**config.mk**
```make
export PLATFORM = sky130hd
export DESIGN_NAME = pipeline_tracker
export DESIGN_NICKNAME = d
export VERILOG_FILES = /design/src/rtl/pipeline_tracker.sv
export SDC_FILE = /design/constraint.sdc
export NUM_CORES = 1
export LEC_CHECK = 0
export CAP_MARGIN = 0
export CORE_MARGIN = 2
export CORE_UTILIZATION = 40
export CTS_BUF_LIST = sky130_fd_sc_hd__clkbuf_4
export DETAILED_ROUTE_END_ITERATION = 10
export PLACE_DENSITY_LB_ADDON = 0.25
export SLEW_MARGIN = 25
export SYNTH_ARGS = -nofsm -noshare
export SYNTH_HDL_FRONTEND = slang
export SYNTH_SLANG_ARGS = --single-unit
```
**constraint.sdc**
```tcl
create_clock -name clk -period 5.1 [get_ports clk]
set_input_delay 1.02 -clock clk [delete_from_list [all_inputs] [get_ports clk]]
set_output_delay 1.02 -clock clk [all_outputs]
set_load 0.02 [all_outputs]
```
**src/rtl/pipeline_tracker.sv**
```systemverilog
// Stage-occupancy and hazard-feedback tracker for a 5-stage MIPS pipeline.
// Mirrors the controller's stage reset/enable commands into registered valid/destination state and perf counters.
module pipeline_tracker #(
  parameter int CNT_W = 32
) (
  input  logic             clk,
  input  logic             rst_n,
  input  logic             if_rst,
  input  logic             id_rst,
  input  logic             exe_rst,
  input  logic             mem_rst,
  input  logic             wb_rst,
  input  logic             if_en,
  input  logic             id_en,
  input  logic             exe_en,
  input  logic             mem_en,
  input  logic             wb_en,
  input  logic             id_wb_wen,
  input  logic [4:0]       id_wb_addr,
  input  logic             id_mem_ren,
  input  logic [4:0]       id_addr_rs,
  input  logic [4:0]       id_addr_rt,
  input  logic             cnt_clr,
  output logic             if_valid,
  output logic             id_valid,
  output logic             exe_valid,
  output logic             mem_valid,
  output logic             wb_valid,
  output logic [4:0]       regw_addr_exe,
  output logic [4:0]       regw_addr_mem,
  output logic [4:0]       regw_addr_wb,
  output logic             wb_wen_exe,
  output logic             wb_wen_mem,
  output logic             wb_wen_wb,
  output logic             mem_ren_mem,
  output logic [4:0]       addr_rs_exe,
  output logic [4:0]       addr_rt_exe,
  output logic [CNT_W-1:0] retire_cnt,
  output logic [CNT_W-1:0] bubble_cnt
);

  logic             if_valid_q, if_valid_d;
  logic             id_valid_q, id_valid_d;
  logic             exe_valid_q, exe_valid_d;
  logic             exe_wen_q, exe_wen_d;
  logic [4:0]       exe_waddr_q, exe_waddr_d;
  logic             exe_ren_q, exe_ren_d;
  logic [4:0]       exe_rs_q, exe_rs_d;
  logic [4:0]       exe_rt_q, exe_rt_d;
  logic             mem_valid_q, mem_valid_d;
  logic             mem_wen_q, mem_wen_d;
  logic [4:0]       mem_waddr_q, mem_waddr_d;
  logic             mem_ren_q, mem_ren_d;
  logic             wb_valid_q, wb_valid_d;
  logic             wb_wen_q, wb_wen_d;
  logic [4:0]       wb_waddr_q, wb_waddr_d;
  logic [CNT_W-1:0] retire_q, retire_d;
  logic [CNT_W-1:0] bubble_q, bubble_d;
  logic             retire_inc_s;
  logic             bubble_inc_s;

  // IF and ID stage next state: reset beats enable, otherwise hold.
  always_comb begin
    if_valid_d = if_valid_q;
    id_valid_d = id_valid_q;
    if (if_rst) begin
      if_valid_d = 1'b0;
    end else if (if_en) begin
      if_valid_d = 1'b1;
    end else begin
      if_valid_d = if_valid_q;
    end
    if (id_rst) begin
      id_valid_d = 1'b0;
    end else if (id_en) begin
      id_valid_d = if_valid_q;
    end else begin
      id_valid_d = id_valid_q;
    end
  end

  // EXE entry qualifies wen/ren with id_valid so downstream flags never outlive validity.
  always_comb begin
    exe_valid_d = exe_valid_q;
    exe_wen_d   = exe_wen_q;
    exe_waddr_d = exe_waddr_q;
    exe_ren_d   = exe_ren_q;
    exe_rs_d    = exe_rs_q;
    exe_rt_d    = exe_rt_q;
    if (exe_rst) begin
      exe_valid_d = 1'b0;
      exe_wen_d   = 1'b0;
      exe_waddr_d = 5'd0;
      exe_ren_d   = 1'b0;
      exe_rs_d    = 5'd0;
      exe_rt_d    = 5'd0;
    end else if (exe_en) begin
      exe_valid_d = id_valid_q;
      exe_wen_d   = id_wb_wen & id_valid_q;
      exe_waddr_d = id_wb_addr;
      exe_ren_d   = id_mem_ren & id_valid_q;
      exe_rs_d    = id_addr_rs;
      exe_rt_d    = id_addr_rt;
    end else begin
      exe_valid_d = exe_valid_q;
    end
  end

  // MEM and WB stage next state.
  always_comb begin
    mem_valid_d = mem_valid_q;
    mem_wen_d   = mem_wen_q;
    mem_waddr_d = mem_waddr_q;
    mem_ren_d   = mem_ren_q;
    wb_valid_d  = wb_valid_q;
    wb_wen_d    = wb_wen_q;
    wb_waddr_d  = wb_waddr_q;
    if (mem_rst) begin
      mem_valid_d = 1'b0;
      mem_wen_d   = 1'b0;
      mem_waddr_d = 5'd0;
      mem_ren_d   = 1'b0;
    end else if (mem_en) begin
      mem_valid_d = exe_valid_q;
      mem_wen_d   = exe_wen_q;
      mem_waddr_d = exe_waddr_q;
      mem_ren_d   = exe_ren_q;
    end else begin
      mem_valid_d = mem_valid_q;
    end
    if (wb_rst) begin
      wb_valid_d = 1'b0;
      wb_wen_d   = 1'b0;
      wb_waddr_d = 5'd0;
    end else if (wb_en) begin
      wb_valid_d = mem_valid_q;
      wb_wen_d   = mem_wen_q;
      wb_waddr_d = mem_waddr_q;
    end else begin
      wb_valid_d = wb_valid_q;
    end
  end

  // A bubble is an EXE clear while IF is frozen but not flushed, i.e. a load stall.
  assign retire_inc_s = wb_valid_q & wb_en & ~wb_rst;
  assign bubble_inc_s = exe_rst & ~if_rst & ~if_en;

  // Performance counters; clear has priority over increment.
  always_comb begin
    retire_d = retire_q;
    bubble_d = bubble_q;
    if (cnt_clr) begin
      retire_d = {CNT_W{1'b0}};
      bubble_d = {CNT_W{1'b0}};
    end else begin
      if (retire_inc_s) begin
        retire_d = retire_q + CNT_W'(1);
      end else begin
        retire_d = retire_q;
      end
      if (bubble_inc_s) begin
        bubble_d = bubble_q + CNT_W'(1);
      end else begin
        bubble_d = bubble_q;
      end
    end
  end

  // State registers with asynchronous clear.
  always_ff @(posedge clk or negedge rst_n) begin
    if (!rst_n) begin
      if_valid_q  <= 1'b0;
      id_valid_q  <= 1'b0;
      exe_valid_q <= 1'b0;
      exe_wen_q   <= 1'b0;
      exe_waddr_q <= 5'd0;
      exe_ren_q   <= 1'b0;
      exe_rs_q    <= 5'd0;
      exe_rt_q    <= 5'd0;
      mem_valid_q <= 1'b0;
      mem_wen_q   <= 1'b0;
      mem_waddr_q <= 5'd0;
      mem_ren_q   <= 1'b0;
      wb_valid_q  <= 1'b0;
      wb_wen_q    <= 1'b0;
      wb_waddr_q  <= 5'd0;
      retire_q    <= {CNT_W{1'b0}};
      bubble_q    <= {CNT_W{1'b0}};
    end else begin
      if_valid_q  <= if_valid_d;
      id_valid_q  <= id_valid_d;
      exe_valid_q <= exe_valid_d;
      exe_wen_q   <= exe_wen_d;
      exe_waddr_q <= exe_waddr_d;
      exe_ren_q   <= exe_ren_d;
      exe_rs_q    <= exe_rs_d;
      exe_rt_q    <= exe_rt_d;
      mem_valid_q <= mem_valid_d;
      mem_wen_q   <= mem_wen_d;
      mem_waddr_q <= mem_waddr_d;
      mem_ren_q   <= mem_ren_d;
      wb_valid_q  <= wb_valid_d;
      wb_wen_q    <= wb_wen_d;
      wb_waddr_q  <= wb_waddr_d;
      retire_q    <= retire_d;
      bubble_q    <= bubble_d;
    end
  end

  assign if_valid      = if_valid_q;
  assign id_valid      = id_valid_q;
  assign exe_valid     = exe_valid_q;
  assign mem_valid     = mem_valid_q;
  assign wb_valid      = wb_valid_q;
  assign regw_addr_exe = exe_waddr_q;
  assign regw_addr_mem = mem_waddr_q;
  assign regw_addr_wb  = wb_waddr_q;
  assign wb_wen_exe    = exe_wen_q;
  assign wb_wen_mem    = mem_wen_q;
  assign wb_wen_wb     = wb_wen_q;
  assign mem_ren_mem   = mem_ren_q;
  assign addr_rs_exe   = exe_rs_q;
  assign addr_rt_exe   = exe_rt_q;
  assign retire_cnt    = retire_q;
  assign bubble_cnt    = bubble_q;

endmodule

```
* Word-level counts from Yosys, hierarchy flattened *
Cells that the tools add are included.
W data, S select, Z words.

cells by class
  $add $sub $neg = 2
  multiplexer cells = 34
  bitwise operators = 9
  reduce and logical (&&, ||, !) cells = 7

operators with widths
  operator                 number
  $mux W32                 4
  $add A32 B1 Y32 const B  2
  $mux W5                  10
  $mux W1                  20
  $reduce_bool A2 Y1       7
  $and A1 B1 Y1            6
  $not A1 Y1               3

word-level totals
  bits in registers = 99
  input port bits = 30
  output and inout port bits = 98
  logic and storage cells = 69

* Depth between registers and ports, before layout *
  depth in word-level cells = 5
  depth in mapped cells = 7
  gate-level depth less buffers = 6

* Least setup slack after synthesis *
OpenSTA, ideal clock, no wires.

  kind = input to register
  from = input exe_rst
  to = register bubble_q[29], in the netlist bubble_cnt[29]
  setup time = 125 ps
  data arrival time = 2405 ps
  data required time = 4975 ps
  path slack = 2570 ps
  stages on the path = 6
  path buffers = 1
  cells stage by stage = buf_6 -> nor3b_4 -> o2111ai_4 -> nor3_2 -> nand3_1 -> mux2_4

on the way
  cells in the longest elaborated chain, start to end = 3

ends and longest elaborated chain
  item                                 line  text
  start, declared                      10    input logic exe_rst,
  $and A1 B1 Y1 (2 in series)          146   assign bubble_inc_s = exe_rst & ~if_rst & ~if_en;
  $reduce_bool A2 Y1 (no source line)  -
  end signal, assigned                 188   bubble_q <= {CNT_W{1'b0}};
  end signal, assigned                 206   bubble_q <= bubble_d;
  end, declared                        58    logic [CNT_W-1:0] bubble_q, bubble_d;

No other way between the ends.
A chain may end at the register's enable or synchronous reset.

* Worst setup path in the final report *
  from = input exe_rst
  to = register bubble_q[31], in the netlist bubble_cnt[31]

The elaborated chain is that of the path after synthesis.

==> results.json <==
{
  "status": "complete, no violations",
  "worstSetupPathDepth": 6,
  "num_antenna_cells": 0,
  "endpoint": "bubble_cnt[31]",
  "drc": 0,
  "clkLatencyLatePin_ns": 0.45,
  "antenna_found_initial": 0,
  "final_common_cell": "clkdlybuf4s50_1",
  "dp_hpwl_um": 7810,
  "cts-resized-gates": 0,
  "cts_root_buf": "clkbuf_4",
  "worstSetupPathType": "in -> reg",
  "ant_nets": 0,
  "path_cells": "clkdlybuf4s50_1 -> nor3b_4 -> o2111ai_2 -> nor4_1 -> xnor2_1 -> nor2_1",
  "hp-class": "reg -> reg",
  "ys_async_sr_fraction": 1.00,
  "worst_ir_drop_vdd_mv": 0.135,
  "final_cell_mix": "clkdlybuf4s50_1, nor2_1, dfrtp_1",
  "nets": 606,
  "avgSynthCellArea_um2": 10.4,
  "min_from": "addr_rs_exe[1]",
  "clock.fmax_mhz": 296,
  "p_total_mw": 1.37,
  "tightest_slew_ns": 0.995,
  "synth_cells": 454,
  "fin_skew_ns": 0.0190,
  "synth_warnings": 0,
  "rsz0062_at_grt": "false",
  "grt_max_degree": 58,
  "setup_tns_ns": 0,
  "clk_path_buf_depth": 2,
  "area_growth_pct": 32.2,
  "r2r_slack_ns": 2.70,
  "placementRows": 39,
  "worst-path-max-fanout": 19,
  "die_area_mm2": 0.0127,
  "synth_top_cell_by_area": "dfrtp_1",
  "syn_nets": 486,
  "tritoncts": "done",
  "vias": 3705,
  "first_iter_violations": 178,
  "critical_path.startpoint": "exe_rst",
  "crit_family": "simple AND/OR/NAND/NOR gates",
  "drtPass1Iterations": 6,
  "critPathMaxStageDelay_ns": 0.89,
  "path_buf_inv": 1,
  "grt_overflow": 0,
  "cp.arrival_ns": 3.69,
  "fin_crit_ns": 3.38,
  "core_mm2": 0.0115,
  "crit_required_ns": 5.41,
  "synth_ff_type": "dfrtp_1",
  "wl_um": 10800,
  "p_leak_nw": 2.61,
  "synth_edf_count": 0,
  "port_buffers": 127,
  "fillers": 1020,
  "track_usage": 0.176,
  "synth_area_mm2": 0.00473,
  "clk_pin_slew_ns": 0.14,
  "initial_utilization": 0.413,
  "clock_sinks": 99,
  "grt_pass1_vias": 3738,
  "relSlewSlack": 0.335,
  "cp-start-kind": "primary input",
  "drv_cap": 0,
  "die_y_um": 113,
  "slowest_stage": "clkdlybuf4s50_1",
  "period_share": 0.663,
  "rr_worst_depth": 5,
  "synth_top_area_share": 0.523,
  "finalWeightedCongestion": 0.792,
  "hold_buffers": 0,
  "r2r_end": "bubble_cnt[29]",
  "ys_seq_area_frac": 0.523,
  "die_w_um": 113,
  "io_pins": 128,
  "stdcell_area_mm2": 0.00626,
  "synth.distinct_cells": 37,
  "slew_violations": 0,
  "r2r_start": "bubble_cnt[11]",
  "grt_pass1_wl_um": 18100,
  "synth.area.top_cells": "dfrtp_1, nor2_1, mux2i_1",
  "post_dp_cell_area_mm2": 0.00610,
  "setup_viol": 0,
  "power_density_mw_per_mm2": 220,
  "cts_buffers": 9,
  "hold_violations": 0,
  "cts_post_setup_buffers_inserted": 0,
  "synth.ff_latch_count": 99,
  "drive_above_1_share": 0.0639,
  "via_per_inst": 5.13,
  "avgRoutedWirePerCell_um": 15.0,
  "end_kind": "flop",
  "htreeDepth": 3
}
-- Yosys cell counts (3+ instances only) --
cell type  number
nor2_1        100
dfrtp_1        99
mux2i_1        33
xor2_1         31
xnor2_1        28
nand2_1        25
nand3_1        23
nand4_1        14
clkbuf_1       12
nor3_1         10
and2_1          9
and3_1          8
and4_1          6
nor4_2          6
a21oi_1         5
buf_2           5
nor3_2          4
nor4_1          4
o2111ai_1       4
buf_1           3
inv_1           3
o21ai_0         3
-- where the power goes --
part           total, mW  internal, mW  switching [mW]
Clock              0.453         0.201           0.252
Sequential         0.805         0.796         0.00925
Combinational      0.116        0.0521          0.0638
-- final cells by class --
type,count,area (um^2),share of cell area
clock buffer,10,75.1,0.0120
inverter,3,11.3,0.00180
sequential,99,2480,0.396
tap,143,179,0.0286
timing repair buffer,131,1290,0.207
clock inverter,6,80.1,0.0128
multi-input combinational,330,2140,0.342
-- cell families after synthesis --
group           count (synthesis)  synth area share
fa+ha+maj                       2           0.00528
flops                          99             0.523
buf+inv                        25            0.0243
compound gates                 14            0.0246
mux                            34            0.0729
simple gates                  221             0.240
xor+xnor                       59             0.109
-- per-layer routing --
metal	up-vias	share of wire	wire [um]	global-route usage
met4	0	0.012	132	0.0553
met5	-	0	0	0
met2	102	0.47	5060	0.279
met3	12	0.079	853	0.0627
met1	1809	0.44	4800	0.228
li1	1782	-	-	-
-- worst reg2reg max path, cell delays in order (launching register included) --
cell and delay [ns]:
dfrtp_1 0.46, and3_1 0.25, nand4_1 0.66, nor3_2 0.46, nand3_1 0.14, mux2_4 0.31
-- state kept, by name, indices dropped and copies added (netlist names) --
name,count
bubble_cnt,32
retire_cnt,32
addr_rs_exe,5
addr_rt_exe,5
regw_addr_exe,5
regw_addr_mem,5
regw_addr_wb,5
exe_ren_q,1
exe_valid,1
id_valid,1
if_valid,1
mem_ren_mem,1
mem_valid,1
wb_valid,1
wb_wen_exe,1
wb_wen_mem,1
wb_wen_wb,1
-- worst min-delay path by stage --
| stage | to | depth (start not counted) | slack (ns) |
|---|---|---|---|
| after floorplan | mem_ren_mem | 2 | 0.49 |
| after global placement | regw_addr_wb[0] | 2 | 0.50 |
| after detailed placement | mem_ren_mem | 2 | 0.52 |
| after CTS | regw_addr_wb[3] | 2 | 0.55 |
| after global routing | mem_ren_mem | 2 | 0.57 |
| final | addr_rs_exe[1] | 2 | 0.54 |
-- metrics by stage --
stage          setup slack [ns]  utilization  hold WS, ns  instances
6_report                   1.72        0.546        0.540        722
5_1_grt                    1.49        0.546        0.572        722
4_1_cts                    1.72        0.546        0.549        722
3_5_place_dp               1.22        0.532        0.516        706
3_3_place_gp               1.28        0.532        0.503        706
2_1_floorplan              2.57            -        0.491        454
Note: power is estimated with default switching activity, not from simulation.
